File: src/rtl/tmds_decoder_if.sv
// tmds_decoder_if -- connection between a 10-bit deserializer and the TMDS
// character decoder.
//   tmds_char : raw 10-bit character from the deserializer (bit 0 first on the wire)
//   bitslip   : one-cycle request to move the deserializer word boundary by one bit
//   locked    : decoder has found character alignment
//   de        : data/ctl/data outputs currently carry a video-data character
//   ctl       : {c1,c0} of the most recent control token
//   data      : decoded pixel byte
// master = deserializer side, slave = decoder side.
interface tmds_decoder_if;
    logic [9:0] tmds_char;
    logic       bitslip;
    logic       locked;
    logic       de;
    logic [1:0] ctl;
    logic [7:0] data;

    modport master (
        output tmds_char,
        input  bitslip, locked, de, ctl, data
    );

    modport slave (
        input  tmds_char,
        output bitslip, locked, de, ctl, data
    );
endinterface

File: src/rtl/tmds_decoder.sv
// tmds_decoder -- TMDS character decoder with word-alignment search.
// Ports:
//   pixel_clk : sole clock, rising edge
//   rst       : synchronous active-high reset
//   bus       : tmds_decoder_if.slave (tmds_char in; bitslip, locked, de, ctl, data out)
// Pipeline: stage 1 registers the raw character, stage 2 registers the decoded
// outputs, so outputs follow tmds_char by exactly two cycles. The alignment FSM
// watches the stage-1 character: a run of LOCK_COUNT control tokens declares
// lock; SEARCH_LIMIT cycles without lock request a bitslip, after which
// SETTLE_CYCLES cycles are ignored while the deserializer realigns. In LOCKED,
// LOSS_LIMIT consecutive cycles without a token drop back to SEARCH.
module tmds_decoder #(
    parameter int LOCK_COUNT    = 16,
    parameter int SEARCH_LIMIT  = 2048,
    parameter int SETTLE_CYCLES = 4,
    parameter int LOSS_LIMIT    = 4096
) (
    input  logic               pixel_clk,
    input  logic               rst,
    tmds_decoder_if.slave      bus
);

    localparam int RUN_W  = $clog2(LOCK_COUNT + 1);
    localparam int TMO_W  = $clog2(SEARCH_LIMIT + 1);
    localparam int SET_W  = $clog2(SETTLE_CYCLES + 1);
    localparam int LOSS_W = $clog2(LOSS_LIMIT + 1);

    localparam logic [RUN_W-1:0]  RUN_MAX  = RUN_W'(LOCK_COUNT);
    localparam logic [TMO_W-1:0]  TMO_MAX  = TMO_W'(SEARCH_LIMIT);
    localparam logic [SET_W-1:0]  SET_MAX  = SET_W'(SETTLE_CYCLES);
    localparam logic [LOSS_W-1:0] LOSS_MAX = LOSS_W'(LOSS_LIMIT);

    typedef enum logic [1:0] {
        ST_SEARCH = 2'd0,
        ST_SLIP   = 2'd1,
        ST_SETTLE = 2'd2,
        ST_LOCKED = 2'd3
    } state_t;

    // Returns {is_token, c1, c0}; anything that is not one of the four
    // control tokens is reported as not-a-token.
    function automatic logic [2:0] tok_decode(input logic [9:0] c);
        logic [2:0] r;
        case (c)
            10'b1101010100: r = 3'b100;
            10'b0010101011: r = 3'b101;
            10'b0101010100: r = 3'b110;
            10'b1010101011: r = 3'b111;
            default:        r = 3'b000;
        endcase
        return r;
    endfunction

    // Undo the TMDS transition-minimising stage: bit 9 flags an inverted
    // payload, bit 8 selects XOR (1) or XNOR (0) chaining.
    function automatic logic [7:0] data_decode(input logic [9:0] c);
        logic [7:0] q;
        logic [7:0] d;
        q = c[9] ? ~c[7:0] : c[7:0];
        d = {q[7:1] ^ q[6:0], q[0]};
        if (!c[8]) begin
            d[7:1] = ~d[7:1];
        end else begin
            d[7:1] = d[7:1];
        end
        return d;
    endfunction

    state_t              r_state;
    logic [9:0]          r_char;
    logic [RUN_W-1:0]    r_run;
    logic [TMO_W-1:0]    r_tmo;
    logic [SET_W-1:0]    r_settle;
    logic [LOSS_W-1:0]   r_loss;
    logic                r_bitslip;
    logic                r_locked;
    logic                r_de;
    logic [1:0]          r_ctl;
    logic [7:0]          r_data;

    state_t              w_state_nxt;
    logic [RUN_W-1:0]    w_run_nxt;
    logic [TMO_W-1:0]    w_tmo_nxt;
    logic [SET_W-1:0]    w_settle_nxt;
    logic [LOSS_W-1:0]   w_loss_nxt;
    logic [RUN_W-1:0]    w_run_inc;
    logic [TMO_W-1:0]    w_tmo_inc;
    logic [SET_W-1:0]    w_settle_inc;
    logic [LOSS_W-1:0]   w_loss_inc;
    logic [2:0]          w_tok;
    logic                w_is_tok;
    logic [7:0]          w_dec;
    logic                w_de_nxt;
    logic [1:0]          w_ctl_nxt;
    logic [7:0]          w_data_nxt;

    assign w_tok    = tok_decode(r_char);
    assign w_is_tok = w_tok[2];
    assign w_dec    = data_decode(r_char);

    // Saturating increments: counters stick at their limit instead of wrapping.
    assign w_run_inc    = (r_run    == RUN_MAX)  ? RUN_MAX  : r_run    + RUN_W'(1);
    assign w_tmo_inc    = (r_tmo    == TMO_MAX)  ? TMO_MAX  : r_tmo    + TMO_W'(1);
    assign w_settle_inc = (r_settle == SET_MAX)  ? SET_MAX  : r_settle + SET_W'(1);
    assign w_loss_inc   = (r_loss   == LOSS_MAX) ? LOSS_MAX : r_loss   + LOSS_W'(1);

    // Alignment FSM next-state and counter update.
    always_comb begin
        w_state_nxt  = r_state;
        w_run_nxt    = r_run;
        w_tmo_nxt    = r_tmo;
        w_settle_nxt = r_settle;
        w_loss_nxt   = r_loss;
        case (r_state)
            ST_SEARCH: begin
                w_run_nxt = w_is_tok ? w_run_inc : RUN_W'(0);
                w_tmo_nxt = w_tmo_inc;
                // A completed token run wins over a simultaneous timeout.
                if (w_is_tok && (w_run_inc == RUN_MAX)) begin
                    w_state_nxt = ST_LOCKED;
                    w_run_nxt   = RUN_W'(0);
                    w_tmo_nxt   = TMO_W'(0);
                    w_loss_nxt  = LOSS_W'(0);
                end else if (w_tmo_inc == TMO_MAX) begin
                    w_state_nxt = ST_SLIP;
                    w_run_nxt   = RUN_W'(0);
                    w_tmo_nxt   = TMO_W'(0);
                end else begin
                    w_state_nxt = ST_SEARCH;
                end
            end
            ST_SLIP: begin
                w_state_nxt  = ST_SETTLE;
                w_settle_nxt = SET_W'(0);
            end
            ST_SETTLE: begin
                w_settle_nxt = w_settle_inc;
                if (w_settle_inc == SET_MAX) begin
                    // Fresh search: a run already in flight is not credited.
                    w_state_nxt  = ST_SEARCH;
                    w_settle_nxt = SET_W'(0);
                    w_run_nxt    = RUN_W'(0);
                    w_tmo_nxt    = TMO_W'(0);
                end else begin
                    w_state_nxt = ST_SETTLE;
                end
            end
            ST_LOCKED: begin
                w_loss_nxt = w_is_tok ? LOSS_W'(0) : w_loss_inc;
                if (!w_is_tok && (w_loss_inc == LOSS_MAX)) begin
                    w_state_nxt = ST_SEARCH;
                    w_loss_nxt  = LOSS_W'(0);
                    w_run_nxt   = RUN_W'(0);
                    w_tmo_nxt   = TMO_W'(0);
                end else begin
                    w_state_nxt = ST_LOCKED;
                end
            end
            default: begin
                w_state_nxt  = ST_SEARCH;
                w_run_nxt    = RUN_W'(0);
                w_tmo_nxt    = TMO_W'(0);
                w_settle_nxt = SET_W'(0);
                w_loss_nxt   = LOSS_W'(0);
            end
        endcase
    end

    // Stage-2 output selection, qualified by the state the character was seen in.
    always_comb begin
        w_de_nxt   = 1'b0;
        w_ctl_nxt  = 2'b00;
        w_data_nxt = 8'h00;
        if (r_state == ST_LOCKED) begin
            if (w_is_tok) begin
                w_ctl_nxt = w_tok[1:0];
            end else begin
                w_de_nxt   = 1'b1;
                w_ctl_nxt  = r_ctl;
                w_data_nxt = w_dec;
            end
        end else begin
            w_ctl_nxt = 2'b00;
        end
    end

    // Pipeline, FSM and counter registers; reset overrides every transition.
    always_ff @(posedge pixel_clk) begin
        if (rst) begin
            r_state   <= ST_SEARCH;
            r_char    <= 10'd0;
            r_run     <= RUN_W'(0);
            r_tmo     <= TMO_W'(0);
            r_settle  <= SET_W'(0);
            r_loss    <= LOSS_W'(0);
            r_bitslip <= 1'b0;
            r_locked  <= 1'b0;
            r_de      <= 1'b0;
            r_ctl     <= 2'b00;
            r_data    <= 8'h00;
        end else begin
            r_state   <= w_state_nxt;
            r_char    <= bus.tmds_char;
            r_run     <= w_run_nxt;
            r_tmo     <= w_tmo_nxt;
            r_settle  <= w_settle_nxt;
            r_loss    <= w_loss_nxt;
            // SLIP always exits after one cycle, so this is a single pulse.
            r_bitslip <= (w_state_nxt == ST_SLIP);
            r_locked  <= (w_state_nxt == ST_LOCKED);
            r_de      <= w_de_nxt;
            r_ctl     <= w_ctl_nxt;
            r_data    <= w_data_nxt;
        end
    end

    assign bus.bitslip = r_bitslip;
    assign bus.locked  = r_locked;
    assign bus.de      = r_de;
    assign bus.ctl     = r_ctl;
    assign bus.data    = r_data;

endmodule
File: src/flat_wrapper.sv
// flat-port wrapper written by rule: the top's interface ports become plain ports
module tmds_decoder_flat 
#(
    parameter int LOCK_COUNT    = 16,
    parameter int SEARCH_LIMIT  = 2048,
    parameter int SETTLE_CYCLES = 4,
    parameter int LOSS_LIMIT    = 4096
)
  (pixel_clk, rst, bus_tmds_char, bus_bitslip, bus_locked, bus_de, bus_ctl, bus_data);
  tmds_decoder_if bus_i ();
  input  logic pixel_clk;
  input  logic rst;
  input wire logic [$bits(bus_i.tmds_char)-1:0] bus_tmds_char;
  output wire logic [$bits(bus_i.bitslip)-1:0] bus_bitslip;
  output wire logic [$bits(bus_i.locked)-1:0] bus_locked;
  output wire logic [$bits(bus_i.de)-1:0] bus_de;
  output wire logic [$bits(bus_i.ctl)-1:0] bus_ctl;
  output wire logic [$bits(bus_i.data)-1:0] bus_data;
  assign bus_i.tmds_char = bus_tmds_char;
  assign bus_bitslip = bus_i.bitslip;
  assign bus_locked = bus_i.locked;
  assign bus_de = bus_i.de;
  assign bus_ctl = bus_i.ctl;
  assign bus_data = bus_i.data;
  tmds_decoder #(.LOCK_COUNT(LOCK_COUNT), .SEARCH_LIMIT(SEARCH_LIMIT), .SETTLE_CYCLES(SETTLE_CYCLES), .LOSS_LIMIT(LOSS_LIMIT)) u_core (.pixel_clk(pixel_clk), .rst(rst), .bus(bus_i));
endmodule
File: config.mk
export PLATFORM = sky130hd
export DESIGN_NAME = tmds_decoder_flat
export DESIGN_NICKNAME = d
export VERILOG_FILES = /design/src/rtl/tmds_decoder_if.sv /design/src/rtl/tmds_decoder.sv /design/src/flat_wrapper.sv
export SDC_FILE = /design/constraint.sdc
export NUM_CORES = 1
export LEC_CHECK = 0
export BUFFER_PORTS_ARGS = -buffer_cell sky130_fd_sc_hd__buf_2
export CORE_ASPECT_RATIO = 0.9
export CORE_MARGIN = 2
export CORE_UTILIZATION = 45
export DETAILED_ROUTE_END_ITERATION = 8
export PLACE_DENSITY = 0.74
export SKIP_CTS_REPAIR_TIMING = 1
export SYNTH_ARGS = -nofsm -noshare
export SYNTH_HDL_FRONTEND = slang
export SYNTH_SLANG_ARGS = --single-unit
File: constraint.sdc
create_clock -name pixel_clk -period 4 [get_ports pixel_clk]
set_input_delay 0.6 -clock pixel_clk [delete_from_list [all_inputs] [get_ports pixel_clk]]
set_output_delay 0.6 -clock pixel_clk [all_outputs]
set_load 0.01 [all_outputs]
Yosys cells after proc, flatten, opt, wreduce, memory -nomap -nowiden
Cells that the tools add are included.
Storage, ports and cells
  input bits: 12
  output and inout port bits: 13
  register bits after elaboration: 58
Operators by class
  reductions and logical operators: 11
  bitwise logic cells: 4
  eq/ne operators: 20
  add/sub/neg operators: 4
  multiplexer cells: 30
Operators by type and width (number)
  12-bit two-way mux: 5
  13-bit two-way mux: 4
  12-bit one-hot mux with 3 select lines: 1
  5-bit two-way mux: 6
  13-bit equality test (second input constant): 2
  13-bit one-hot mux with 2 select lines: 1
  12-bit equality test (second input constant): 2
  10-bit equality test (second input constant): 2
  5-bit one-hot mux with 3 select lines: 1
  13-bit by 1-bit adder with 13-bit output (second input constant): 1
  12-bit by 1-bit adder with 12-bit output (second input constant): 1
  3-bit one-hot mux with 4 select lines: 1
  10-bit by 8-bit equality test with 1-bit output (second input constant): 1
  10-bit by 9-bit equality test with 1-bit output (second input constant): 1
  5-bit equality test (second input constant): 2
  8-bit two-way mux: 1
  8-bit inverter: 1
  2-bit one-hot mux with 4 select lines: 1
  7-bit two-way mux: 1
  7-bit inverter: 1
  7-bit XOR: 1
  2-bit equality test (second input constant): 3
  3-bit equality test (second input constant): 2
  2-bit two-way mux: 3
  other kinds (17): 24

Longest topological paths before layout
  depth in word-level cells: 7
  gate-level depth with buffers: 10

Least setup slack after synthesis
No wires, ideal clock.
  path kind: register to register
  start point: register u_core.r_loss[0]
  end point: register u_core.r_run[0]
  stages on the path, launching flop included: 10
  setup slack: 1.174 ns
  setup time: 0.085 ns
  required time: 3.915 ns
  arrival time: 2.741 ns
  clock period less this slack: 2.826 ns
  buffers on the path: 1
  cells stage by stage: dfxtp_1 > ha_1 > buf_2 > or3_1 > a2111o_1 > a221oi_2 > o2111ai_2 > a21o_1 > or4_1 > o31ai_2
Between the ends
  word-level cells in the longest chain between the ends: 6
Ends and longest elaborated chain
  start, declared: RTL line tmds_decoder.sv:74  | logic [LOSS_W-1:0] r_loss;
  start signal, assigned: RTL line tmds_decoder.sv:207  | r_loss <= w_loss_nxt;
  13-bit by 1-bit adder with 13-bit output or 13-bit equality test (tied branches): RTL line tmds_decoder.sv:105  | assign w_loss_inc = (r_loss == LOSS_MAX) ? LOSS_MAX : r_loss + LOSS_W'(1);
  13-bit two-way mux (*): RTL line tmds_decoder.sv:105
  13-bit equality test (*): RTL line tmds_decoder.sv:150  | if (!w_is_tok && (w_loss_inc == LOSS_MAX)) begin
  1-bit logical AND (*): RTL line tmds_decoder.sv:150
  2-bit by 1-bit != test with 1-bit output (no line) (*)
  3-bit AND reduction (no line) (*)
  end signal, assigned: RTL line tmds_decoder.sv:204  | r_run <= w_run_nxt;
  end, declared: RTL line tmds_decoder.sv:71  | logic [RUN_W-1:0] r_run;
Mark *: on every way between the ends. The rest lies on a longest branch, timed or not.
A chain may end at the register's enable or synchronous reset.

Worst setup path in the final report
  start point: register u_core.r_loss[0]
  end point: register u_core.r_tmo[3]
Between the ends
  word-level cells in the longest chain between the ends: 6
Ends and longest elaborated chain
  13-bit by 1-bit adder with 13-bit output or 13-bit equality test (tied branches): RTL line tmds_decoder.sv:105
  13-bit two-way mux (*): RTL line tmds_decoder.sv:105
  13-bit equality test (*): RTL line tmds_decoder.sv:150
  1-bit logical AND (*): RTL line tmds_decoder.sv:150
  2-bit by 1-bit != test with 1-bit output (no line) (*)
  3-bit AND reduction (no line) (*)
  end signal, assigned: RTL line tmds_decoder.sv:205  | r_tmo <= w_tmo_nxt;
  end, declared: RTL line tmds_decoder.sv:72  | logic [TMO_W-1:0] r_tmo;
Marks and branches as above.

==> flow_summary.ini <==
[timing]
setup_violations = 0
finalMaxSlewViolations = 0
worst_pin_slew_ps = 733
rsz0062_at_grt = false
tns_ps = 0
hold_slack_ps = 464
post-route-period-util_pct = 80.0
fin_skew_ps = 6.85
fmax_ghz = 0.312
hold_violations = 0
relSlewSlack_pct = 51.1
period_minus_slack_ps = 3200

[place]
place_congestion = 0.835
place_inst = 466
place_area_mm2 = 0.00330
io_buffers = 24
dpl.hpwl_um = 4640

[min_path]
worstHoldStart = u_core.bus.ctl[0]
hold_end = u_core.bus.ctl[0]
timing.hold.worst.class = flop to flop
whs_path_depth = 2

[final_layout]
n_fill_cell = 632
nets = 411
drive_gt1_share_pct = 12.5
area_growth_pct = 11.6
seqCellArea_mm2 = 0.00116
final_area_mm2 = 0.00352
finalNonFillerCells = 482
diodes = 0
multi_input_area_mm2 = 0.00183

[die]
io-pin-count = 25
die_h_um = 83.5
initial_utilization_pct = 47.2
die_w_um = 92.3
coreArea_mm2 = 0.00669
num_rows = 28
die_area_mm2 = 0.00770

[power_and_ir_drop]
leakage_nw = 1.30
p_int_uw = 967
netSwitchingFraction_pct = 23.2
ir_drop_uv = 208
clkPwrFrac_pct = 48.3
power_switching_uw = 292
seq_power_share_pct = 47.4
power_density_mw_per_mm2 = 357
combPwrFrac_pct = 4.3

[setup_path]
setup.worst_path.start_class = flop
cp.arrival_ps = 3430
r2r_end = u_core.r_tmo[3]
crit_buf_inv = 0
critPathMaxStageDelay_ps = 650
crit_cells = 8
worstSetupPathType = flop to flop
rr_worst_depth = 8
r2r-start = u_core.r_loss[0]
cp_max_fo = 10
cp.required_ps = 4230
cp-end-kind = flop
crit_slowest_cell = a21oi_1
r2r_slack_ps = 800
critPathTopFamily = compound AO/OA/AOI/OAI gates
crit_chain = ha_1 > or3_1 > a2111o_1 > a221oi_2 > o2111ai_2 > a21oi_1 > o21ai_0 > a32o_1

[synth]
synth_cells = 374
ys_async_sr_fraction_pct = 0
ys_ff_latch = 58
ys_types = 58
ys_top_cells_by_area = dfxtp_1 37%, xnor2_1 5.0%, ha_1 4.8%, nor2_1 3.7%, a21oi_1 3.2%
postSynthAreaPerCell_um2 = 8.44
synth_nets = 398
ys_warn_count = 0
synth_common_cells = 58 x dfxtp_1, 31 x nor2_1, 20 x a21oi_1, 19 x nand2_1
synth_edf_count = 0
synth_flop_cell = dfxtp_1
synth_top_cell_by_area = dfxtp_1
seq_area_frac_synth_pct = 36.8
synth_most_common_cell = dfxtp_1
yosys.area.top_type_share_pct = 36.8
syn_area_mm2 = 0.00316

[detailed_routing]
viasPerCell = 5.76
vias = 2776
dr.first_iter.drc_count = 106
wirelength_um = 6560
wl_per_cell_um = 13.6
drcViolationCount = 0
drtAntennaViolNets = 0
drt_pass1_iterations = 4

[cts]
clock_path_buffers = 2
cts_tree = yes
cts.root.buffer_cell = clkbuf_8
cts_buffers = 9
cts.clk_slew.worst_paths_ps = 70
htree_levels = 3
numClockSinks = 58
clk-insertion-delay-late_ps = 340

[job]
max_cap_viol_count = 0

[grt]
grt_usage_pct = 18.2
grt_start_max_net_pins = 36
grt_pass1_vias = 2550
antenna_found_initial = 0
grt_overflow = 0
grt_pass1_wl_um = 11500

[outcome]
run_status = complete, no violations
-- power by group through the flow --
| stage | clock, mW | combinational (mW) | sequential (mW) |
|---|---|---|---|
| after detailed placement | 0 | 0.0544 | 0.610 |
| final | 0.608 | 0.0544 | 0.597 |
| after floorplan | 0 | 0.0454 | 0.605 |
| after CTS | 0.622 | 0.0550 | 0.597 |
| after global routing | 0.656 | 0.0602 | 0.598 |
| after global placement | 0 | 0.0529 | 0.609 |
-- routing by layer --
layer / vias up / wire length [um] / track usage, %
li1: 1391 / - / -
met2: 66 / 3070 / 29.8
met1: 1315 / 3140 / 22.9
met4: 0 / 48 / 6.11
met5: - / 0 / 0
met3: 4 / 294 / 5.24
-- placed cells by master (no fill, tap or decap), types with 3 or more instances in the layout --
cell type  count
nand2_1       19
nand3_1       16
o2111ai_1      3
a21oi_1       20
nor3_1        12
and3_1         7
nand2b_1       7
o211ai_1       4
nor4bb_1       4
xor2_1         7
ha_1          12
a31oi_1        8
nor2b_1       15
or3_1          6
a22o_1         3
o21ai_0       15
nand4_1       10
inv_1         18
dfxtp_1       58
xnor2_1       18
a311oi_1       3
nor3b_1        3
clkbuf_8       9
or4_1          3
buf_2         24
nor4_1         5
nor2_1        31
a32o_1         9
-- kinds of logic (layout without fill, tap and decap cells) --
family                   after synthesis  count (layout)  synth area share [%]
AO/OA/AOI/OAI                         84              84                  18.9
buffers and inverters                 42              60                  5.39
adder cells (fa/ha/maj)               12              12                  4.76
flip-flops                            58              58                  36.8
multiplexers                           4               4                  1.35
XOR/XNOR                              25              25                  6.94
AND/OR/NAND/NOR                      149             149                  25.9
-- registers in the layout (all words and copies together) (netlist names) --
name                flops
u_core.r_loss          13
u_core.bus.data         8
u_core.bus.locked       1
u_core.r_tmo           12
u_core.r_settle         3
u_core.r_char          10
u_core.r_run            5
u_core.bus.bitslip      1
u_core.r_state          2
u_core.bus.de           1
u_core.bus.ctl          2
-- layout make-up --
class,instances,area share [%]
clock buffer,9,3.52
clock inverter,7,2.88
tap,90,3.20
inverter,19,2.02
timing repair buffer,25,3.62
sequential,58,33.0
multi-input combinational,274,51.8
-- tightest hold or removal path: cells and delay by family, from the launching register on --
kind / cells / cell delay (ps)
AND/OR/NAND/NOR: 1 / 50
flip-flops: 1 / 310
AO/OA/AOI/OAI: 1 / 50
-- per-stage QoR --
| step | utilization (%) | total power [mW] | setup slack (ps) |
|---|---|---|---|
| after global placement | 49.3 | 0.662 | 898 |
| after detailed placement | 49.3 | 0.664 | 835 |
| after floorplan | - | 0.651 | 1170 |
| after global routing | 52.7 | 1.31 | 565 |
| final | 52.7 | 1.26 | 799 |
| after CTS | 52.7 | 1.27 | 827 |
-- worst max-delay path by stage --
stage | startpoint | endpoint | slack, ps
after CTS | u_core.r_loss[0] | u_core.r_tmo[3] | 830
after detailed placement | u_core.r_loss[0] | u_core.r_tmo[3] | 830
after floorplan | u_core.r_loss[0] | u_core.r_run[0] | 1170
after global routing | u_core.r_loss[0] | u_core.r_tmo[3] | 570
after global placement | u_core.r_loss[0] | u_core.r_tmo[2] | 900
final | u_core.r_loss[0] | u_core.r_tmo[3] | 800
Power figures use the tool's default switching activity.
